`src/rtl/inst_fetch_unit.sv`:
```
// Instruction fetch unit: sits between the PC unit and decode.
// Issues fetch addresses to instruction memory under a credit limit. It pairs
// in-order memory responses with their PCs and buffers {pc, inst} for decode.
// A flush drops buffered entries and discards the responses still in flight.
// Ports:
//   clk, reset_n                         clock, async active-low reset
//   pc_valid_i/pc_addr_i/pc_ready_o      fetch address handshake from PC unit
//   flush_i                              redirect; discard all fetch state
//   imem_req_o/imem_addr_o/imem_gnt_i    memory request channel
//   imem_rvalid_i/imem_rdata_i           in-order memory response channel
//   inst_valid_o/inst_o/inst_addr_o      FIFO head towards decode
//   inst_ready_i                         decode consumes the head
module inst_fetch_unit #(
  parameter int unsigned DEPTH = 4,
  parameter int unsigned CNT_W = $clog2(DEPTH) + 1
) (
  input  logic        clk,
  input  logic        reset_n,
  input  logic        pc_valid_i,
  input  logic [31:0] pc_addr_i,
  output logic        pc_ready_o,
  input  logic        flush_i,
  output logic        imem_req_o,
  output logic [31:0] imem_addr_o,
  input  logic        imem_gnt_i,
  input  logic        imem_rvalid_i,
  input  logic [31:0] imem_rdata_i,
  output logic        inst_valid_o,
  output logic [31:0] inst_o,
  output logic [31:0] inst_addr_o,
  input  logic        inst_ready_i
);

  localparam int unsigned PTR_W = CNT_W - 1;
  localparam int unsigned SUM_W = CNT_W + 2;

  typedef struct packed {
    logic [31:0] pc;
    logic [31:0] inst;
  } fetch_entry_t;

  fetch_entry_t      fifo_q [DEPTH];
  logic [31:0]       pq_q   [DEPTH];
  logic [PTR_W-1:0]  fifo_wr_q, fifo_wr_d, fifo_rd_q, fifo_rd_d;
  logic [PTR_W-1:0]  pq_wr_q, pq_wr_d, pq_rd_q, pq_rd_d;
  logic [CNT_W-1:0]  fifo_cnt_q, fifo_cnt_d;
  logic [CNT_W-1:0]  inflight_q, inflight_d;
  logic [CNT_W-1:0]  discard_q, discard_d;

  logic              credit_c, req_c, accept_c, take_c, drop_c, pop_c;
  logic [SUM_W-1:0]  used_c;
  logic [CNT_W:0]    pending_c;

  // Request path and handshake qualifiers
  always_comb begin
    used_c   = SUM_W'(inflight_q) + SUM_W'(fifo_cnt_q) + SUM_W'(discard_q);
    credit_c = used_c < SUM_W'(DEPTH);
    req_c    = reset_n & pc_valid_i & credit_c & ~flush_i;
    accept_c = req_c & imem_gnt_i;
    // Stray responses (none outstanding) are ignored rather than popping garbage
    drop_c   = imem_rvalid_i & (discard_q != '0);
    take_c   = imem_rvalid_i & (discard_q == '0) & (inflight_q != '0);
    pop_c    = (fifo_cnt_q != '0) & inst_ready_i & ~flush_i;
  end

  assign imem_req_o   = req_c;
  assign imem_addr_o  = pc_addr_i;
  assign pc_ready_o   = accept_c;
  assign inst_valid_o = (fifo_cnt_q != '0);
  assign inst_o       = fifo_q[fifo_rd_q].inst;
  assign inst_addr_o  = fifo_q[fifo_rd_q].pc;

  // Pointer and counter next-state
  always_comb begin
    fifo_wr_d  = fifo_wr_q;
    fifo_rd_d  = fifo_rd_q;
    pq_wr_d    = pq_wr_q;
    pq_rd_d    = pq_rd_q;
    fifo_cnt_d = fifo_cnt_q;
    inflight_d = inflight_q;
    discard_d  = discard_q;
    pending_c  = (CNT_W+1)'(discard_q) + (CNT_W+1)'(inflight_q);
    if (flush_i) begin
      fifo_wr_d  = '0;
      fifo_rd_d  = '0;
      pq_wr_d    = '0;
      pq_rd_d    = '0;
      fifo_cnt_d = '0;
      inflight_d = '0;
      // Everything still outstanding must be swallowed, except a response
      // arriving right now, which is dropped in this cycle.
      if (imem_rvalid_i && (pending_c != '0)) begin
        pending_c = pending_c - (CNT_W+1)'(1);
      end
      discard_d = CNT_W'(pending_c);
    end else begin
      if (accept_c) pq_wr_d = pq_wr_q + PTR_W'(1);
      if (take_c) begin
        pq_rd_d   = pq_rd_q + PTR_W'(1);
        fifo_wr_d = fifo_wr_q + PTR_W'(1);
      end
      if (pop_c) fifo_rd_d = fifo_rd_q + PTR_W'(1);
      if (drop_c) discard_d = discard_q - CNT_W'(1);
      inflight_d = inflight_q + CNT_W'(accept_c) - CNT_W'(take_c);
      fifo_cnt_d = fifo_cnt_q + CNT_W'(take_c) - CNT_W'(pop_c);
    end
  end

  // State and storage
  always_ff @(posedge clk or negedge reset_n) begin
    if (!reset_n) begin
      for (int unsigned i = 0; i < DEPTH; i++) begin
        fifo_q[i] <= '0;
        pq_q[i]   <= '0;
      end
      fifo_wr_q  <= '0;
      fifo_rd_q  <= '0;
      pq_wr_q    <= '0;
      pq_rd_q    <= '0;
      fifo_cnt_q <= '0;
      inflight_q <= '0;
      discard_q  <= '0;
    end else begin
      if (accept_c) pq_q[pq_wr_q] <= pc_addr_i;
      if (take_c && !flush_i) fifo_q[fifo_wr_q] <= '{pc: pq_q[pq_rd_q], inst: imem_rdata_i};
      fifo_wr_q  <= fifo_wr_d;
      fifo_rd_q  <= fifo_rd_d;
      pq_wr_q    <= pq_wr_d;
      pq_rd_q    <= pq_rd_d;
      fifo_cnt_q <= fifo_cnt_d;
      inflight_q <= inflight_d;
      discard_q  <= discard_d;
    end
  end

  // A response with nothing outstanding is a memory protocol violation
  a_no_orphan_rsp: assert property (@(posedge clk) disable iff (!reset_n)
    imem_rvalid_i |-> ((inflight_q != '0) || (discard_q != '0)));

endmodule

```
`config.mk`:
```
export PLATFORM = sky130hd
export DESIGN_NAME = inst_fetch_unit
export DESIGN_NICKNAME = d
export VERILOG_FILES = /design/src/rtl/inst_fetch_unit.sv
export SDC_FILE = /design/constraint.sdc
export NUM_CORES = 1
export LEC_CHECK = 0
export ABC_AREA = 1
export CAP_MARGIN = 20
export CORE_MARGIN = 2
export CORE_UTILIZATION = 50
export CTS_CLUSTER_SIZE = 10
export DETAILED_ROUTE_END_ITERATION = 10
export PLACE_DENSITY = 0.72
export SLEW_MARGIN = 10
export SYNTH_ARGS = -nofsm -noshare
export SYNTH_HDL_FRONTEND = slang
export SYNTH_SLANG_ARGS = --single-unit
```
`constraint.sdc`:
```
create_clock -name clk -period 3.2 [get_ports clk]
set_input_delay 0.8 -clock clk [delete_from_list [all_inputs] [get_ports clk]]
set_output_delay 0.8 -clock clk [all_outputs]
set_load 0.01 [all_outputs]
```
==> results.sh <==
export IMPL_cell_count_after_synthesis=2433
export IMPL_slowest_delay_ns=0.51
export IMPL_wire_per_inst_um=19.4
export IMPL_worst_path_most_repeated_cell="fa_1"
export IMPL_worst_slew_pin_transition_ns=1.13
export IMPL_path_delay_family="adder cells"
export IMPL_synthTopCellsByArea="dfrtp_1 (50%), nand2_1 (15%), o21ai_0 (5.7%), o21ai_1 (5.3%), nand4_1 (4.2%)"
export IMPL_placed_cells_incl_taps=2970
export IMPL_synth_warn=0
export IMPL_place_port_buffers=169
export IMPL_area_growth_pct=16.7
export IMPL_synth_seq_area_share=0.502
export IMPL_worst_setup_skew_after_layout_ns=0.00938
export IMPL_post_dp_cell_area_um2=21700
export IMPL_final_min_period_over_clock_period=1.10
export IMPL_grt_setup_unrepaired="true"
export IMPL_cts_sink_count=401
export IMPL_ios=170
export IMPL_grt_met3_usage=0.0445
export IMPL_clock_insertion_delay_worst_skew_ns=0.57
export IMPL_dr_total_vias=17814
export IMPL_grt_pass1_wl_um=94200
export IMPL_critical_path_arrival_ns=2.73
export IMPL_grt_met2_usage=0.464
export IMPL_final_core_utilization=0.590
export IMPL_static_leakage_power_nw=12.6
export IMPL_cts_root_buf="clkbuf_16"
export IMPL_h_tree_level_count=2
export IMPL_met1_layer_usage_reported_by_global_route=0.393
export IMPL_leading_cell_types_by_count_after_synthesis="nand2_1 (799), dfrtp_1 (401), o21ai_0 (226), o21ai_1 (210), nor2_1 (203)"
export IMPL_share_of_yosys_cell_area_claimed_by_the_top_area_cell_type=0.502
export IMPL_final_setup_viol_count=76
export IMPL_synth_nets=2530
export IMPL_postSynth_asyncResetShare=1.00
export IMPL_finalWeightedCongestion=0.835
export IMPL_grt_start_max_net_pins=153
export IMPL_power_density_cell_area_nw_per_um2=656
export IMPL_outcome="finished with violations"
export IMPL_antenna_diode_count=0
export IMPL_min_delay_path_class="in2async"
export IMPL_timing_max_slew_rel_slack=0.248
export IMPL_fill_cell_instance_count_of_the_final_layout=3508
export IMPL_number_of_antenna_violations_at_the_first_check_in_global_routing=1
export IMPL_firstDrtPassIters=6
export IMPL_grt_pass1_vias=17514
export IMPL_track_usage=0.285
export IMPL_critPathMaxFanout=2
export IMPL_cell_type_with_the_highest_aggregate_area_in_the_netlist="dfrtp_1"
export IMPL_end_kind="primary output"
export IMPL_hold_viol=0
export IMPL_synth_most_common_cell="nand2_1"
export IMPL_maxClockFrequency_ghz=0.283
export IMPL_critical_path_required_ns=2.40
export IMPL_timing_critical_path_cells="inv_2 > fa_1 > a21oi_2 > fa_1 > nor2_2 > nand3_2 > buf_6 > a21oi_4 > buf_2"
export IMPL_reg2reg_to="pq_q[8]$_DFFE_PN0P_"
export IMPL_vdd_drop_max_mv=0.341
export IMPL_final_cells=3042
export IMPL_critical_path_n_buffers_inverters=3
export IMPL_via_per_inst=5.86
export IMPL_worst_slack_ns=-0.331
export IMPL_drc=0
export IMPL_timing_rr_start="inflight_q[1]$_DFF_PN0_"
export IMPL_detailedRoute_firstIterationViolations=1767
export IMPL_clock_period_minus_final_worst_setup_slack_ns=3.53
export IMPL_totalWireLength_um=59100
export IMPL_avgSynthCellArea_um2=8.21
export IMPL_placeableCoreArea_um2=39500
export IMPL_die_h_um=204
export IMPL_area_of_all_placed_cells_without_fillers_um2=23300
export IMPL_crit_path_top_delay_cell="fa_1"
export IMPL_final_nets=2599
export IMPL_cts_reportedPaths_clkPinSlew_ns=0.06
export IMPL_ant_nets=0
export IMPL_start_util=0.505
export IMPL_r2r_depth=12
export IMPL_syn_area_um2=20000
export IMPL_grt_busiest_layer="met2"
export IMPL_maxCapViolations=0
export IMPL_cts_root_to_sink_buffers=3
export IMPL_slew_violations=0
export IMPL_crit_path_start_kind="flip-flop"
export IMPL_post_synth_num_cell_types=30
export IMPL_dp_worst_setup_slack_ns=-0.266
export IMPL_die_width_um=204
export IMPL_violations="setup timing"
export IMPL_synth_edff_count=0
export IMPL_ys_seq_elements=401
export IMPL_setup_reg_to_reg_worst_slack_ns=-0.14
export IMPL_row_count=73
export IMPL_tritoncts="done"
export IMPL_gr_total_overflow=0
export IMPL_worstSetupPathType="reg2out"
export IMPL_layout_drive_gt1_share=0.0846
export IMPL_synth_main_ff_cell="dfrtp_1"
export IMPL_place_hpwl_um=33500
export IMPL_number_of_clock_buffers_inserted_by_tritoncts=47
export IMPL_dieArea_um2=41600
export IMPL_critPathLaunch="inflight_q[1]$_DFF_PN0_"
[metal layers]
metal | wire length, um | up-vias
met3 | 4740 | 97
met4 | 1380 | 0
met1 | 25300 | 8675
met5 | 0 | -
li1 | - | 8223
met2 | 27700 | 819
[power breakdown]
part,switching (mW),internal [mW]
clock,2.01,2.78
sequential,0.280,5.58
combinational,2.76,1.89
[placed cells by master, fill, tap and decap left out, types with 2 or more instances in the layout]
master	synthesis	final
a21oi_1	10	8
a21oi_4	1	2
buf_12	2	20
buf_16	0	2
buf_4	39	57
buf_6	35	4
buf_8	8	2
clkbuf_1	108	12
clkbuf_16	0	51
clkbuf_8	0	2
clkdlybuf4s50_1	0	129
dfrtp_1	401	399
dlygate4sd2_1	0	22
dlymetal6s2s_1	0	14
fa_1	6	6
ha_1	20	20
inv_1	47	38
inv_2	0	7
nand2_1	799	799
nand3_1	16	14
nand3_2	0	2
nand4_1	133	133
nor2_1	203	202
nor2_8	4	4
o21ai_0	226	225
o21ai_1	210	211
o21ai_2	19	19
o22ai_1	79	66
o22ai_2	17	30
xor2_1	2	2
[through the flow]
step | total power, mW | setup TNS [ns] | hold WS, ns
after detailed placement | 10.4 | -13.33 | 0.461
after global placement | 10.3 | -4.62 | 0.457
after global routing | 16.0 | -22.87 | 0.432
after CTS | 15.3 | -11.27 | 0.390
final | 15.3 | -6.89 | 0.396
after floorplan | 8.30 | 0 | 0.441
[cell type report]
| class | count | area [um^2] | share of cell area |
|---|---|---|---|
| flip-flops and latches | 401 | 10000 | 0.430 |
| multi-input cells | 1751 | 8430 | 0.361 |
| repair buffers | 254 | 2710 | 0.116 |
| clock buffers | 63 | 1300 | 0.0557 |
| well taps | 525 | 657 | 0.0282 |
| inverters | 47 | 184 | 0.00789 |
| clock inverters | 1 | 7.51 | 0.000322 |
[worst max path at each step]
stage,slack [ns],to,cells past startpoint
floorplan,0.17,inflight_q[2]$_DFF_PN0_,14
global placement,-0.21,imem_req_o,9
detailed placement,-0.27,imem_req_o,9
CTS,-0.43,imem_req_o,9
global route,-0.44,imem_req_o,9
finish,-0.33,imem_req_o,9
[flip-flops by register name, summed over array words and instances (netlist names)]
name	flops
discard_q	3
pq_rd_q	2
fifo_wr_q	2
fifo_q	256
fifo_cnt_q	3
inflight_q	3
pq_q	128
pq_wr_q	2
fifo_rd_q	2
[cells by family after synthesis]
family,share of synthesized area
xor+xnor,0.000877
fa+ha+maj,0.0185
buf+inv,0.0812
compound gates,0.157
flops,0.502
simple gates,0.240
[what timing repair did]
action / 4_1_cts / 5_1_grt
pin swaps: 6 / 5
setup endpoints to repair: 114 / 105
buffers inserted: 2 / 2
hold buffers: 0 / 0
gates cloned: 2 / 2
resized for setup: 55 / 20
endpoints found under the hold margin: 0 / 0
Power figures use the tool's default switching activity.
==> RTL change 1: new RTL, same flow settings <==
The parameter `DEPTH` goes from 4 to 2.
--- a/src/rtl/inst_fetch_unit.sv
+++ b/src/rtl/inst_fetch_unit.sv
@@ -13,3 +13,3 @@
 module inst_fetch_unit #(
-  parameter int unsigned DEPTH = 4,
+  parameter int unsigned DEPTH = 2,
   parameter int unsigned CNT_W = $clog2(DEPTH) + 1
Function: changed (a bounded check fails within 4 cycles, from zero or initial values and one cycle with reset_n low).
==> RTL change 1 against the unedited design <==
- via count is 54% lower
- power is 45% lower
- sequential power is 41% lower
- global-route usage is 5.7 points lower
- routed wire length is 59% lower
- sequential cell count is 199 lower
- combinational power is 45% lower
- worst setup slack better by 0.41 ns
- design area is 47% lower
- highest routed layer unchanged
- area after synthesis is 49% lower
- largest cell class unchanged
- clock skew is 0.0020 ns lower
==> RTL change 1: results <==
set metrics [dict create \
    status "finished, final reports clean" \
    clk_latency_ns 0.51 \
    multi_input_comb_cells 865 \
    synthAdderAreaFrac_pct 1.50 \
    inverters 61 \
    hpwlAfterDp_microns 14600 \
    synth-seq-cells 202 \
    seq_area_frac_synth_pct 49.8 \
    track_usage_pct 22.8 \
    grt_pass1_wl_microns 40200 \
    multi_input_area_share_pct 33.2 \
    slew_headroom_pct 42.1 \
    regArea_sq_um 5060 \
    dr.pass1.iters 5 \
    synth_common_cells "594 x nand2_1, 202 x dfrtp_1, 102 x nand3_1" \
    drt-initial-drc-count 454 \
    p_sw_share_pct 31.1 \
    cts_buffers 24 \
    n_all_buffers 194 \
    final-clk-cell-share_pct 5.42 \
    critPathMaxStageDelay_ns 0.53 \
    avgRoutedWirePerCell_microns 15.0 \
    netlist_top_cells_area "dfrtp_1 50%, nand2_1 22%, nand3_1 5.0%" \
    synthXorXnorAreaFrac_pct 0.172 \
    htree_levels 1 \
    leakage_nw 6.33 \
    clkbuf_count 28 \
    via_per_inst 5.00 \
    peakVddDrop_mv 0.430 \
    final_nets 1430 \
    gp_congestion 0.755 \
    buffer_area_share_pct 16.0 \
    antenna_found_initial 0 \
    synth-compound-area-share_pct 5.97 \
    arrival_ns 2.32 \
]
-- RTL change 1: cell count changes after synthesis, sizes merged, moves of 34 or more --
cell,before,now
dfrtp,401,202
nand4,133,2
nor2,207,10
o22ai,96,0
nand3,16,104
nand2,801,595
buf,126,90
and2,0,34
o21ai,455,71
clkbuf,108,19
-- RTL change 1: what timing repair did --
| item | CTS | global route |
|---|---|---|
| setup endpoints to repair | 2 | 2 |
| pin swaps | 2 | 2 |
| setup buffers | 1 | 1 |
| hold endpoints to repair | 0 | 0 |
| resized for setup | 7 | 2 |
-- RTL change 1: per-layer routing --
layer,routed length [microns],global-route usage (%)
met2,11700,38.3
met1,11000,31.8
met4,345,5.10
met3,1280,3.06
met5,0,0
-- RTL change 1: path summary, 6_finish.rpt --
path,end,startpoint,cells after the start
min in group clk,fifo_q[127],fifo_q[127],2
worst min register to register,fifo_q[127],fifo_q[127],2
max in group asynchronous,fifo_rd_q,reset_n,3
worst max register to register,inflight_q[1],fifo_cnt_q[1],12
worst min-delay path,fifo_q[19],reset_n,2
worst max-delay path,imem_req_o,fifo_cnt_q[1],8
-- RTL change 1: stage by stage --
stage	power, W	instance area [sq um]	hold slack, ns	std cells	setup slack (ns)
after CTS	0.00852	12400	0.472	1621	0.0243
after detailed placement	0.00603	11700	0.458	1590	0.151
after floorplan	0.00493	10200	0.442	1237	0.511
final	0.00845	12400	0.452	1622	0.0809
after global placement	0.00596	11700	0.453	1590	0.138
after global routing	0.00898	12400	0.486	1622	0.000864
-- RTL change 1: power by group through the flow --
stage	combinational [W]	sequential, W	clock [W]
after global routing	0.00286	0.00354	0.00257
after detailed placement	0.00252	0.00350	0
final	0.00255	0.00347	0.00244
after CTS	0.00258	0.00346	0.00248
after global placement	0.00248	0.00348	0
after floorplan	0.00150	0.00343	0
==> RTL change 2: new RTL, same flow settings <==
Made on the original files. Make the reset (`reset_n`) synchronous in one clocked block. Comments in the files are not updated.
--- a/src/rtl/inst_fetch_unit.sv
+++ b/src/rtl/inst_fetch_unit.sv
@@ -109,3 +109,3 @@
   // State and storage
-  always_ff @(posedge clk or negedge reset_n) begin
+  always_ff @(posedge clk) begin
     if (!reset_n) begin
Behaviour: differs if reset_n is asserted again (counterexample within 4 cycles, from zero or initial values and one cycle with reset_n low); with reset_n held inactive, the same outputs for 4 cycles.
==> RTL change 2 against the unedited design <==
- routed wire length shrank 27%
- critical endpoint is now pc_ready_o
- core utilization up 2.3 points
- critical path depth is the same
- maximum frequency up 3.0%
- area after synthesis shrank 11%
- the run still ends with setup timing left
- design area shrank 7.2%
- sequential cell count is 4 higher
- worst setup slack better by 0.10 ns
- global-route usage shrank 5.1 points
- count of clock-buffer cells in the layout rose by 4
- via count shrank 29%
Power is not compared: it rests on default switching activity, and its combinational part moved more than twofold at a synthesized area within 25%.
==> RTL change 2: results <==
set metrics [dict create \
    violations "setup timing" \
    routed-wl-met3_microns 3280 \
    num-fill-cells 2852 \
    buffer_area_share_pct 11.8 \
    final_nets 1927 \
    netlist_top_cells_area "edfxtp_1 65%, nor2_1 11%, o21ai_0 4.8%" \
    hpwlAfterDp_microns 25100 \
    synthAdderAreaFrac_pct 1.52 \
    multiInputGateArea_sq_um 4650 \
    slew_headroom_pct 28.1 \
    critPathMaxFanout 3 \
    drt-met1-wl_microns 17400 \
    drt-initial-drc-count 1017 \
    ys_types 34 \
    critPathMaxStageDelay_ns 0.55 \
    gp_congestion 0.821 \
    synth-edff-count 384 \
    seq_area_frac_synth_pct 67.1 \
    multi_input_comb_cells 985 \
    synth_common_cells "499 x nor2_1, 384 x edfxtp_1, 170 x o21ai_0" \
    avgRoutedWirePerCell_microns 18.6 \
    finClkSkew_ns 0.00903 \
    setup_ws_ns -0.228 \
    clkbuf_count 67 \
    via_per_inst 5.45 \
    arrival_ns 2.63 \
    grt_max_degree 66 \
    synthXorXnorAreaFrac_pct 0.246 \
    n_all_buffers 241 \
    synth-compound-area-share_pct 9.28 \
    clk_latency_ns 0.53 \
    final-clk-cell-share_pct 5.82 \
    r2r_slack_ns 0.08 \
    r2r_cells 14 \
    dr.pass1.iters 5 \
    grt_pass1_wl_microns 66800 \
    dr.max_layer_used "met5" \
    r2r_end "inflight_q[2]" \
    clock_path_buffers 3 \
    regArea_sq_um 12000 \
    min_path_type "reg -> reg" \
    setup_viol 2 \
    crit_slowest_cell "fa_1" \
    synth_nets 1771 \
    ys.flop_type "edfxtp_1" \
    drive_gt1_share_pct 9.20 \
    grt_pass1_vias 12800 \
    tns_ns -0.399 \
    status "complete, but fails checks" \
    cts_buffers 46 \
    reg2reg_from "fifo_cnt_q[2]" \
    postSynth.asyncResetShare_pct 0 \
    wl_met2_microns 21500 \
    synth-seq-cells 405 \
    track_usage_pct 23.4 \
]
## RTL change 2: what timing repair did
action | in CTS | in global routing
setup endpoints to repair | 72 | 61
pin swaps | 6 | 2
gates cloned | 2 | 0
gates resized for setup | 32 | 17
buffers inserted | 4 | 3
## RTL change 2: power by group through the flow
| stage | registers (W) | clock network [W] | logic [W] |
|---|---|---|---|
| 6_report | 0.00602 | 0.00452 | 0.000701 |
| 5_1_grt | 0.00604 | 0.00481 | 0.000761 |
| 4_1_cts | 0.00602 | 0.00459 | 0.000703 |
| 3_5_place_dp | 0.00613 | 0 | 0.000693 |
| 3_3_place_gp | 0.00612 | 0 | 0.000681 |
| 2_1_floorplan | 0.00613 | 0 | 0.000322 |
## RTL change 2: metal layers
layer | vias to the layer above | GRT usage, %
met5 | - | 0
met4 | 2 | 7.52
met3 | 81 | 2.87
met2 | 509 | 41.2
met1 | 6089 | 30.2
li1 | 5958 | -
## RTL change 2: per-stage QoR
stage / util (%) / instances / area, sq um / setup slack (ns)
after floorplan: - / 1682 / 17800 / -0.0394
after global placement: 57.0 / 2242 / 20100 / -0.169
after detailed placement: 57.0 / 2242 / 20100 / -0.182
after CTS: 61.0 / 2316 / 21500 / -0.229
after global routing: 61.3 / 2319 / 21600 / -0.322
final: 61.3 / 2319 / 21600 / -0.228
## RTL change 2: worst max-delay path by stage
stage,startpoint,end,slack (ns)
5_1_grt,fifo_cnt_q[2],pc_ready_o,-0.32
6_report,fifo_cnt_q[2],pc_ready_o,-0.23
2_1_floorplan,fifo_cnt_q[1],pq_q[1][0],-0.04
4_1_cts,discard_q[1],pc_ready_o,-0.23
3_5_place_dp,fifo_cnt_q[1],pc_ready_o,-0.18
3_3_place_gp,reset_n,pc_ready_o,-0.17
